## src/rtl/decimal_counter_ctrl.sv

```systemverilog
// decimal_counter_ctrl: round-robin START/STOP/LOAD sequencer driving a BCD counter's load, direction and step enable.
// Latency: an accepted command changes state at the same edge; in RUN a step is issued every PRESCALE cycles.
// Backpressure: ready is the arbiter grant, withheld during the one-cycle LOAD state; the losing requester holds valid.
module decimal_counter_ctrl #(
  parameter int PRESCALE = 4
) (
  input  logic       clk,
  input  logic       rst,
  input  logic       req_a_valid,
  input  logic [1:0] req_a_cmd,
  output logic       req_a_ready,
  input  logic       req_b_valid,
  input  logic [1:0] req_b_cmd,
  output logic       req_b_ready,
  input  logic       auto_reverse,
  input  logic [7:0] count_bcd,
  output logic       cnt_load,
  output logic       cnt_up_down,
  output logic       cnt_step,
  output logic       done,
  output logic [1:0] state
);

  localparam int            PW         = $clog2(PRESCALE);
  localparam logic [PW-1:0] PRESC_LAST = PW'(PRESCALE - 1);
  localparam logic [PW-1:0] PRESC_ONE  = PW'(1);

  localparam logic [1:0] CMD_START = 2'b00;
  localparam logic [1:0] CMD_STOP  = 2'b01;

  typedef enum logic [1:0] {
    S_IDLE  = 2'b00,
    S_LOAD  = 2'b01,
    S_RUN   = 2'b10,
    S_PAUSE = 2'b11
  } state_t;

  state_t        state_q, state_d;
  logic [PW-1:0] presc_q, presc_d;
  logic          dir_q, dir_d;
  logic          load_q, load_d;
  logic          step_q, step_d;
  logic          done_q, done_d;
  logic          rr_q, rr_d;      // 0: A wins a contested cycle, 1: B wins

  logic          gnt_a, gnt_b;
  logic          acc;
  logic [1:0]    cmd;
  logic          is_load_cmd;
  logic          slot;
  logic          terminal;

  // Round-robin grant: a lone requester always wins, contention is settled by rr_q.
  always_comb begin
    gnt_a = req_a_valid && (!req_b_valid || !rr_q);
    gnt_b = req_b_valid && (!req_a_valid ||  rr_q);
  end

  assign req_a_ready = gnt_a && (state_q != S_LOAD);
  assign req_b_ready = gnt_b && (state_q != S_LOAD);
  assign acc         = req_a_ready || req_b_ready;
  assign cmd         = req_a_ready ? req_a_cmd : req_b_cmd;
  assign is_load_cmd = cmd[1];

  // A step slot is the last prescaler phase in RUN; the BCD value decides step vs terminal.
  assign slot     = (state_q == S_RUN) && (presc_q == PRESC_LAST);
  assign terminal = dir_q ? (count_bcd == 8'h99) : (count_bcd == 8'h00);

  // Next-state and registered-output decode; accepted commands take priority over the step slot.
  always_comb begin
    state_d = state_q;
    presc_d = presc_q;
    dir_d   = dir_q;
    step_d  = 1'b0;
    done_d  = 1'b0;
    rr_d    = rr_q;

    if (req_a_ready) begin
      rr_d = 1'b1;
    end else if (req_b_ready) begin
      rr_d = 1'b0;
    end

    case (state_q)
      S_IDLE: begin
        if (acc && is_load_cmd) begin
          state_d = S_LOAD;
          dir_d   = ~cmd[0];
        end else if (acc && cmd == CMD_START) begin
          state_d = S_RUN;
          presc_d = '0;
        end
      end
      S_LOAD: begin
        state_d = S_IDLE;
      end
      S_RUN: begin
        if (acc && is_load_cmd) begin
          state_d = S_LOAD;
          dir_d   = ~cmd[0];
        end else if (acc && cmd == CMD_STOP) begin
          // The STOP cycle still counts as a run cycle, except a slot is frozen so its step is replayed on resume.
          state_d = S_PAUSE;
          if (!slot) begin
            presc_d = presc_q + PRESC_ONE;
          end
        end else if (slot) begin
          presc_d = '0;
          if (terminal) begin
            done_d = 1'b1;
            dir_d  = ~dir_q;
            if (!auto_reverse) begin
              state_d = S_IDLE;
            end
          end else begin
            step_d = 1'b1;
          end
        end else begin
          presc_d = presc_q + PRESC_ONE;
        end
      end
      S_PAUSE: begin
        if (acc && is_load_cmd) begin
          state_d = S_LOAD;
          dir_d   = ~cmd[0];
        end else if (acc && cmd == CMD_START) begin
          state_d = S_RUN;
        end
      end
      default: begin
        state_d = S_IDLE;
      end
    endcase

    load_d = (state_d == S_LOAD);
  end

  // State and output registers, cleared asynchronously.
  always_ff @(posedge clk or negedge rst) begin
    if (!rst) begin
      state_q <= S_IDLE;
      presc_q <= '0;
      dir_q   <= 1'b1;
      load_q  <= 1'b0;
      step_q  <= 1'b0;
      done_q  <= 1'b0;
      rr_q    <= 1'b0;
    end else begin
      state_q <= state_d;
      presc_q <= presc_d;
      dir_q   <= dir_d;
      load_q  <= load_d;
      step_q  <= step_d;
      done_q  <= done_d;
      rr_q    <= rr_d;
    end
  end

  assign state       = state_q;
  assign cnt_load    = load_q;
  assign cnt_up_down = dir_q;
  assign cnt_step    = step_q;
  assign done        = done_q;

endmodule

```

## config.mk

```make
export PLATFORM = sky130hd
export DESIGN_NAME = decimal_counter_ctrl
export DESIGN_NICKNAME = d
export VERILOG_FILES = /design/src/rtl/decimal_counter_ctrl.sv
export SDC_FILE = /design/constraint.sdc
export NUM_CORES = 1
export LEC_CHECK = 0
export ABC_AREA = 0
export CAP_MARGIN = 20
export CORE_MARGIN = 2
export CORE_UTILIZATION = 41
export CTS_CLUSTER_DIAMETER = 150
export CTS_CLUSTER_SIZE = 20
export DETAILED_ROUTE_END_ITERATION = 7
export PLACE_DENSITY = 0.86
export SLEW_MARGIN = 15
export SYNTH_ARGS = -nofsm -noshare
export SYNTH_HDL_FRONTEND = slang
export SYNTH_SLANG_ARGS = --single-unit
```

## constraint.sdc

```tcl
create_clock -name clk -period 1.6 [get_ports clk]
set_input_delay 0.32 -clock clk [delete_from_list [all_inputs] [get_ports clk]]
set_output_delay 0.32 -clock clk [all_outputs]
set_load 0.02 [all_outputs]
```

### Yosys cells after proc, flatten, opt, wreduce, memory -nomap -nowiden

Cells that the tools add are included.

* register bits: 9
* input port bits: 17
* output and inout port bits: 8

* add/subtract/negate cells: 1
* equal/unequal tests: 16
* multiplexer cells: 35
* bitwise gates (word level): 2
* reduce and logical (&&, ||, !) cells: 23

Operator list (count)
* two-way mux 2 bit: 14
* two-way mux 1 bit: 18
* AND reduction 5 bit: 2
* equality test 8 bit, second input constant: 1
* logical AND 1 bit: 8
* logical NOT 8 bit: 1
* equality test 2 x 1 -> 1 bit, second input constant: 3
* equality test 2 bit, second input constant: 3
* inequality test 2 bit, second input constant: 3
* inequality test 3 x 2 -> 1 bit, second input constant: 2
* inequality test 3 bit, second input constant: 2
* one-hot mux 2 bit (3 select lines): 1
* nonzero test 2 bit: 3
* logical NOT 2 bit: 2
* inequality test 2 x 1 -> 1 bit, second input constant: 2
* one-hot mux 2 bit (2 select lines): 1
* logical NOT 1 bit: 3
* logical OR 1 bit: 3
* adder 2 x 1 -> 2 bit, second input constant: 1
* NOT 1 bit: 2
* one-hot mux 1 bit (2 select lines): 1
* OR reduction 2 bit: 1

### Logic depth before layout (Yosys ltp)

Gate-level depths: netlist of run 1.

* depth after elaboration: 11
* depth in mapped cells: 8
* depth with buffers taken out: 7

### Least setup slack after synthesis of run 1

OpenSTA, ideal clock, no wires.

* path kind: register to register
* from: register state_q[1], in the netlist state[1]
* to: register dir_q, in the netlist cnt_up_down
* arrival: 1.915 ns
* required time: 1.524 ns
* slack: -0.391 ns
* stages on the path, launching flop included: 8
* buffers on the path: 0
* clock period less this slack: 1.991 ns
* path through: dfrtp_1 -> inv_1 -> ha_1 -> nand2b_1 -> o21ai_2 -> a211oi_2 -> or4_1 -> a22oi_2

* longest elaborated chain between the ends: 7

RTL lines
* from (decl): line 38 `state_t state_q, state_d;`
* from (signal assigned): line 149 `state_q <= state_d;`
* inequality test 2 x 1 -> 1 bit: line 59, 60
* logical AND 1 bit: line 59 `assign req_a_ready = gnt_a && (state_q != S_LOAD);`
* two-way mux 2 bit: line 62 `assign cmd = req_a_ready ? req_a_cmd : req_b_cmd;`
* equality test 2 x 1 -> 1 bit: line 101 `end else if (acc && cmd == CMD_STOP) begin`
* logical AND 1 bit: line 101
* inequality test 3 bit (no line)
* AND reduction 5 bit (no line)
* to (signal assigned): line 151 `dir_q <= dir_d;`
* to (decl): line 40 `logic dir_q, dir_d;`

Several ways; a longest one is shown, not always the timed one. The select of a mux whose other input is x is not followed.
A chain may end at the register's enable or synchronous reset.

### Final worst setup path of run 1

* from: register state_q[0], in the netlist state[0]
* to: register presc_q[1]

* longest elaborated chain between the ends: 8

RTL lines
* inequality test 2 x 1 -> 1 bit: line 59, 60
* logical AND 1 bit: line 59
* two-way mux 2 bit: line 62
* equality test 2 x 1 -> 1 bit: line 101
* logical AND 1 bit: line 101
* two-way mux 2 bit: line 101
* two-way mux 2 bit: line 98 `if (acc && is_load_cmd) begin`
* one-hot mux 2 bit (2 select lines): line 84 `case (state_q)`
* to (signal assigned): line 150 `presc_q <= presc_d;`
* to (decl): line 39 `logic [PW-1:0] presc_q, presc_d;`

Several ways; a longest one is shown, not always the timed one. The select of a mux whose other input is x is not followed.

==> qor.txt, run 1 <==
CLOCK NETWORK
------------------------------------------------------------------------------------------
TritonCTS clock tree                                                                  done
CTS Buf Count                                                                            3
Skew-Pair Late Insertion Delay                                                     0.28 ns
CTS Root Buffer Type                                                          sky130_fd_sc_hd__clkbuf_4
CTS Hold Buffers Added                                                                   0
Number of H-tree branching levels                                                        1
TritonCTS Sinks                                                                          9
Maximum root-to-sink buffer count                                                        2
Clock edge transition at the registers on the reported setup and hold paths        0.08 ns

FINISH
------------------------------------------------------------------------------------------
Final Cell Area                                                                 1520 sq um
Fill cell count                                                                         94
Final-stage net count                                                                  166
Flip-flop and latch area                                                         229 sq um
Number of diodes                                                                         0
Area growth, synth to finish                                                         93.9%
Multi-input gate area in the final layout                                        721 sq um
Share of final-layout standard cells stronger than drive strength 1                  0.521

FLOORPLAN
------------------------------------------------------------------------------------------
Die span in y                                                                      47.7 um
Total die area                                                                  2280 sq um
Area of the placeable core                                                      1760 sq um
Site row count                                                                          15
I/O Pins                                                                                25
Die width                                                                          47.7 um
Effective utilization at floorplan                                                   0.444

POWER AND IR DROP
------------------------------------------------------------------------------------------
IR drop worst, VDD                                                                 1.17 mV
Net switching power of the design                                                  1.01 mW
Switching share of total power                                                       0.459
Clock network power share                                                            0.092
Internal power contribution                                                        1.19 mW
Lkg Pwr                                                                           0.618 nW
Share of power burned in combinational logic                                         0.744
Sequential power share                                                               0.164
Power density relative to cell area                                           1440 nW/um^2

DRT
------------------------------------------------------------------------------------------
Routed wl met2                                                                     1830 um
Avg WL per Cell                                                                    21.1 um
Average via count per standard cell                                                   6.22
Number of search-and-repair iterations in the first detailed-routing pass                4
Wire length on met3                                                                 288 um
Met1 routed wirelength after detailed routing                                      1330 um
Detailed router's first-iteration violation count                                       58
Remaining number of nets flagged by the antenna check after routing                      0
Drc violations                                                                           0
Uppermost layer routed                                                                met4
Final WL                                                                           3570 um
Via total after detailed routing                                                      1051

CRITICAL PATH
------------------------------------------------------------------------------------------
Critical Path Slowest Stage Cell                                              sky130_fd_sc_hd__dfrtp_2
Worst setup path end                                                          presc_q[1]$_DFFE_PN0P_
Reg2reg start                                                                 state[0]$_DFF_PN0_
Cell depth of the worst flop-to-flop path                                                7
Critical register-to-register path endpoint                                   presc_q[1]$_DFFE_PN0P_
Largest stage delay on the critical path                                           0.44 ns
Worst-path cell chain                                                         ha_4 > nand2b_4 > o21ai_4 > nand4_1 > buf_4 > a21oi_4 > mux2i_1
Crit path launch                                                              state[0]$_DFF_PN0_
Startpoint types                                                                 flip-flop
Crit-path max FO                                                                         3
Category of the critical setup timing path                                      reg -> reg
Arrival @ worst endpoint                                                           2.02 ns
CP bufs+invs                                                                             1
Critical path depth in cells                                                             7
Required time reported for the critical path endpoint                              1.80 ns
Sort of element at the end of the critical path                                  flip-flop
Top cell family by delay on the critical path                                   flip-flops
Setup slack of the worst register-to-register path                                -0.22 ns

STA
------------------------------------------------------------------------------------------
Tcrit/Tclk final                                                                      1.14
Final hold violations                                                                    0
Maximum frequency from static timing analysis                                      549 MHz
Number of slew-limit violations in the final report                                      0
Final worst slack                                                                -0.220 ns
Clock skew after layout                                                         0.00736 ns
RSZ-0062 raised after global routing                                                   yes
Setup-violating endpoint count in the final report                                       9
Transition at the pin with the smallest max-transition slack                      0.459 ns
Clock period minus final worst setup slack                                         1.82 ns
Max-slew headroom                                                                    0.693

GRT
------------------------------------------------------------------------------------------
Pin count of the biggest net entering global routing                                    10
GRT Residual Overflow                                                                    0
Via count of the first global-routing pass                                            1069
Global-route wire length before repair                                             4820 um
Global router's overall resource usage                                               0.314
Antenna violations before repair                                                         0

SYNTH
------------------------------------------------------------------------------------------
Most instantiated cells after synthesis                                       sky130_fd_sc_hd__a21oi_1 (8), sky130_fd_sc_hd__dfrtp_1 (8), sky130_fd_sc_hd__inv_1 (6), sky130_fd_sc_hd__nand2_1 (6)
Synth cell types                                                                        42
Number of synthesized flops with an enable pin                                           0
Largest cells by area after synthesis                                         sky130_fd_sc_hd__dfrtp_1 (26%), sky130_fd_sc_hd__ha_1 (6.4%), sky130_fd_sc_hd__a21oi_1 (5.1%)
Count of mapped cells out of synthesis                                                  86
Post-synthesis average cell area                                                9.11 sq um
Cell type with the largest total area after synthesis                         sky130_fd_sc_hd__dfrtp_1
Post-synth top area share                                                            0.256
Mapped cell area                                                                 783 sq um
YS warnings                                                                              0
Most used flip-flop cell after synthesis                                      sky130_fd_sc_hd__dfrtp_1
Total of flip-flops plus latches after synthesis                                         9
Fraction of registers with async set/reset                                            1.00
Synthesized net count                                                                  107
Share of synthesized area occupied by flip-flops and latches                         0.289

MIN PATH
------------------------------------------------------------------------------------------
Hold/Removal Path Class                                                        in -> async

PLACEMENT
------------------------------------------------------------------------------------------
Post-placement cell area                                                        1290 sq um
Quantity of I/O buffers inserted on ports                                               24
DP Worst Slack                                                                   -0.698 ns
HPWL after detailed placement                                                      2130 um
Final RePlAce weighted congestion                                                    0.874

OUTCOME
------------------------------------------------------------------------------------------
Failing checks                                                                negative setup slack
Status                                                                        finished with violations

JOB
------------------------------------------------------------------------------------------
Number of violations of the max-capacitance limit                                        0

==> worst reg2reg max path, cell delays in order, from the launching register on <==
cell	delay, ns
sky130_fd_sc_hd__dfrtp_2	0.44
sky130_fd_sc_hd__ha_4	0.17
sky130_fd_sc_hd__nand2b_4	0.15
sky130_fd_sc_hd__o21ai_4	0.19
sky130_fd_sc_hd__nand4_1	0.18
sky130_fd_sc_hd__buf_4	0.20
sky130_fd_sc_hd__a21oi_4	0.18
sky130_fd_sc_hd__mux2i_1	0.22
==> cell families after synthesis <==
family                   synth area share
AND/OR/NAND/NOR                     0.232
buffers and inverters              0.0431
AO/OA/AOI/OAI                       0.318
multiplexers                       0.0543
adder cells (fa/ha/maj)            0.0639
flip-flops                          0.289
==> cell usage in the layout (no fill, tap or decap), drive strengths merged, types with 2 or more instances in the layout <==
cell type	Yosys	layout
nor3	2	2
clkbuf	0	4
clkdlybuf4s15	0	2
nand3	3	3
mux2i	3	3
a21oi	8	8
dfrtp	8	8
nand2b	2	2
clkdlybuf4s50	0	13
nor2	4	4
ha	4	4
nand4	2	2
inv	6	6
buf	1	33
nor2b	4	4
a211oi	5	5
nand2	6	6
dlygate4sd2	0	6
o21ai	6	6
or4	2	2
==> registers in the layout, indices dropped and copies added (netlist names) <==
signal	flops
done	1
rr_q	1
cnt_up_down	1
presc_q	2
state	2
cnt_load	1
cnt_step	1
==> layer usage <==
metal | track usage | up-vias
li1 | - | 453
met5 | 0 | -
met2 | 0.539 | 70
met3 | 0.0679 | 17
met4 | 0.157 | 0
met1 | 0.364 | 511
==> timing repair <==
item / 4_1_cts / 5_1_grt
setup endpoints to repair: 13 / 12
resized for setup: 36 / 24
pin swaps: 5 / 16
buffers inserted: 4 / 2
==> how the worst min path moves through the flow <==
stage,startpoint,endpoint,depth (start not counted)
2_1_floorplan,rst,cnt_load$_DFF_PN0_,0
3_3_place_gp,presc_q[1]$_DFFE_PN0P_,presc_q[1]$_DFFE_PN0P_,2
3_5_place_dp,presc_q[0]$_DFFE_PN0P_,presc_q[0]$_DFFE_PN0P_,2
4_1_cts,rst,rr_q$_DFFE_PN0P_,1
5_1_grt,rst,cnt_step$_DFF_PN0_,1
6_report,rst,cnt_step$_DFF_PN0_,1
==> area by class of cell <==
cell class                      count  area share
Multi-Input combinational cell     70       0.474
Clock buffer                        4      0.0173
Inverter                            6      0.0148
Timing Repair Buffer               55       0.322
Tap cell                           25      0.0206
Sequential cell                     9       0.151
==> power by group through the flow <==
stage	registers (mW)	logic (mW)	clock network, mW
global placement	0.350	1.19	0
detailed placement	0.356	1.24	0
floorplan	0.420	0.600	0
finish	0.360	1.63	0.202
global route	0.366	1.71	0.211
CTS	0.354	1.35	0.196
==> metrics by stage <==
step                      hold slack, ns  instances  utilization  TNS [ns]  total power, mW
after floorplan                   0.0244         86            -    -0.784             1.02
after global placement             0.542        159        0.730     -4.96             1.54
after detailed placement           0.581        159        0.730     -5.53             1.60
after CTS                          0.371        167        0.796     -1.35             1.90
after global routing               0.403        169        0.861     -1.67             2.29
final                              0.346        169        0.861     -1.30             2.19
No activity file was read; power rests on OpenSTA's default activity.
==> inputs of run 2 (changes only) <==
--- a/config.mk
+++ b/config.mk
@@ -13,6 +13,7 @@
 export CTS_CLUSTER_SIZE = 20
 export DETAILED_ROUTE_END_ITERATION = 7
 export PLACE_DENSITY = 0.86
+export SKIP_LAST_GASP = 1
 export SLEW_MARGIN = 15
 export SYNTH_ARGS = -nofsm -noshare
 export SYNTH_HDL_FRONTEND = slang
==> qor.txt, run 2 (synthesized netlist as in run 1, its figures left out) <==
STA
------------------------------------------------------------------------------------------
Number of slew-limit violations in the final report                                      0   unchanged
RSZ-0062 raised after global routing                                                   yes
Final worst slack                                                                -0.217 ns   +0.00335 ns
Transition at the pin with the smallest max-transition slack                      0.494 ns   +0.0351 ns
Tcrit/Tclk final                                                                      1.14   -0.00209
Max-slew headroom                                                                    0.669   -0.0235
Worst hold-check slack                                                            0.378 ns   +0.0312 ns
Maximum frequency from static timing analysis                                      550 MHz   +0.18%
Clock period minus final worst setup slack                                         1.82 ns   -0.00335 ns
Final hold violations                                                                    0   unchanged
Setup-violating endpoint count in the final report                                      10   +1
Clock skew after layout                                                         0.00296 ns   -0.00440 ns
Aggregate negative setup slack                                                    -1.02 ns   +0.281 ns

PLACEMENT
------------------------------------------------------------------------------------------
DP Worst Slack                                                                   -0.698 ns   unchanged
Post-placement cell area                                                        1290 sq um   unchanged
HPWL after detailed placement                                                      2130 um   unchanged
Final RePlAce weighted congestion                                                    0.874   unchanged
Quantity of I/O buffers inserted on ports                                               24   unchanged

CLOCK NETWORK
------------------------------------------------------------------------------------------
Clock edge transition at the registers on the reported setup and hold paths        0.07 ns   about the same
CTS Buf Count                                                                            3   unchanged
Number of H-tree branching levels                                                        1   unchanged
TritonCTS Sinks                                                                          9   unchanged
TritonCTS clock tree                                                                  done
Maximum root-to-sink buffer count                                                        2   unchanged
Skew-Pair Late Insertion Delay                                                     0.27 ns   about the same
CTS Root Buffer Type                                                          sky130_fd_sc_hd__clkbuf_4

CRITICAL PATH
------------------------------------------------------------------------------------------
Category of the critical setup timing path                                      reg -> reg
Critical register-to-register path endpoint                                   cnt_up_down$_DFFE_PN1P_
Worst-path cell chain                                                         buf_4 > nand2b_1 > a32o_1 > buf_4 > a311oi_1 > a22oi_2
Largest stage delay on the critical path                                           0.43 ns   about the same
Critical Path Slowest Stage Cell                                              sky130_fd_sc_hd__dfrtp_1
Reg2reg start                                                                 rr_q$_DFFE_PN0P_
CP bufs+invs                                                                             2   +1
Arrival @ worst endpoint                                                           2.00 ns   -0.02 ns
Startpoint types                                                                 flip-flop
Sort of element at the end of the critical path                                  flip-flop
Cell depth of the worst flop-to-flop path                                                6   -1
Setup slack of the worst register-to-register path                                -0.22 ns   about the same
Top cell family by delay on the critical path                                 compound AO/OA/AOI/OAI gates
Crit-path max FO                                                                         6   +3
Most used cell, CP                                                            sky130_fd_sc_hd__buf_4
Required time reported for the critical path endpoint                              1.78 ns   -0.02 ns

FINISH
------------------------------------------------------------------------------------------
Final-stage net count                                                                  165   -0.60%
Flip-flop and latch area                                                         229 sq um   unchanged
Area growth, synth to finish                                                         89.1%
Commonest non-fill, non-tap cell in the layout                                sky130_fd_sc_hd__buf_4
Most frequent cells in the layout                                             sky130_fd_sc_hd__buf_4 (27), sky130_fd_sc_hd__clkdlybuf4s50_1 (12), sky130_fd_sc_hd__nand2_1 (6), sky130_fd_sc_hd__dfrtp_1 (6), sky130_fd_sc_hd__dlygate4sd2_1 (6)
Multi-input gate area in the final layout                                        696 sq um   -3.5%
Fill cell count                                                                        107   +14%
Number of diodes                                                                         0   unchanged
Share of final-layout standard cells stronger than drive strength 1                  0.510   -0.0103
Final Cell Area                                                                 1480 sq um   -2.5%

DRT
------------------------------------------------------------------------------------------
Drc violations                                                                           0   unchanged
Final WL                                                                           3380 um   -5.4%
Detailed router's first-iteration violation count                                       43   -26%
Number of search-and-repair iterations in the first detailed-routing pass                4   unchanged
Via total after detailed routing                                                      1026   -2.4%
Remaining number of nets flagged by the antenna check after routing                      0   unchanged
Average via count per standard cell                                                   6.11   -1.8%
Avg WL per Cell                                                                    20.1 um   -4.8%

FLOORPLAN
------------------------------------------------------------------------------------------
Die width                                                                          47.7 um   unchanged
Die span in y                                                                      47.7 um   unchanged
Area of the placeable core                                                      1760 sq um   unchanged
I/O Pins                                                                                25   unchanged
Total die area                                                                  2280 sq um   unchanged
Effective utilization at floorplan                                                   0.444   unchanged
Site row count                                                                          15   unchanged

JOB
------------------------------------------------------------------------------------------
Number of violations of the max-capacitance limit                                        0   unchanged

MIN PATH
------------------------------------------------------------------------------------------
Hold/Removal Path Class                                                        in -> async

POWER AND IR DROP
------------------------------------------------------------------------------------------
IR drop worst, VDD                                                                 1.03 mV   -12%
Power density relative to cell area                                           1420 nW/um^2   -1.8%
Lkg Pwr                                                                           0.610 nW   -1.3%

GRT
------------------------------------------------------------------------------------------
Antenna violations before repair                                                         0   unchanged
Pin count of the biggest net entering global routing                                    10   unchanged
Global router's overall resource usage                                               0.296   -0.0176
Global-route wire length before repair                                             4510 um   -6.4%
Via count of the first global-routing pass                                            1040   -2.7%
GRT Residual Overflow                                                                    0   unchanged

OUTCOME
------------------------------------------------------------------------------------------
Failing checks                                                                negative setup slack
Status                                                                        finished with violations

## run 2: worst max-delay path by stage
| stage | startpoint | endpoint | depth (start not counted) |
|---|---|---|---|
| 2_1_floorplan | cnt_up_down$_DFFE_PN1P_ | cnt_up_down$_DFFE_PN1P_ | 5 |
| 3_3_place_gp | count_bcd[0] | cnt_up_down$_DFFE_PN1P_ | 6 |
| 3_5_place_dp | count_bcd[0] | cnt_up_down$_DFFE_PN1P_ | 6 |
| 4_1_cts | cnt_up_down$_DFFE_PN1P_ | cnt_up_down$_DFFE_PN1P_ | 5 |
| 5_1_grt | rr_q$_DFFE_PN0P_ | cnt_up_down$_DFFE_PN1P_ | 6 |
| 6_report | rr_q$_DFFE_PN0P_ | cnt_up_down$_DFFE_PN1P_ | 6 |
## run 2: layout make-up
cell class / instances / share of cell area
flip-flops and latches: 9 / 0.155
inverters: 6 / 0.0152
repair buffers: 54 / 0.322
clock buffers: 4 / 0.0177
well taps: 25 / 0.0211
multi-input cells: 70 / 0.470
## run 2: through the flow
| stage | power, mW | utilization | instances |
|---|---|---|---|
| after floorplan | 1.02 | - | 86 |
| final | 2.10 | 0.840 | 168 |
| after detailed placement | 1.60 | 0.730 | 159 |
| after global placement | 1.54 | 0.730 | 159 |
| after global routing | 2.19 | 0.840 | 168 |
| after CTS | 1.85 | 0.779 | 167 |
## run 2: repair_timing
item / in CTS / in global routing
hold buffers: 0 / 0
pin swaps: 4 / 14
gates resized for setup: 25 / 29
cloned: 0 / 0
setup buffers: 4 / 1
endpoints found under the setup margin: 13 / 12
## run 2: power by group
| group | switching, mW | total [mW] | internal, mW | leakage (nW) |
|---|---|---|---|---|
| registers | 0.0552 | 0.357 | 0.302 | 0.114 |
| clock network | 0.0983 | 0.195 | 0.0965 | 0.0150 |
| logic | 0.799 | 1.55 | 0.751 | 0.481 |
## run 2: routing by layer
layer  routed length (um)  global-route usage  vias to the layer above
met4                  110               0.157                        0
met1                 1280               0.346                      493
met5                    0                   0                        -
met2                 1720               0.507                       65
met3                  267              0.0566                       15
li1                     -                   -                      453
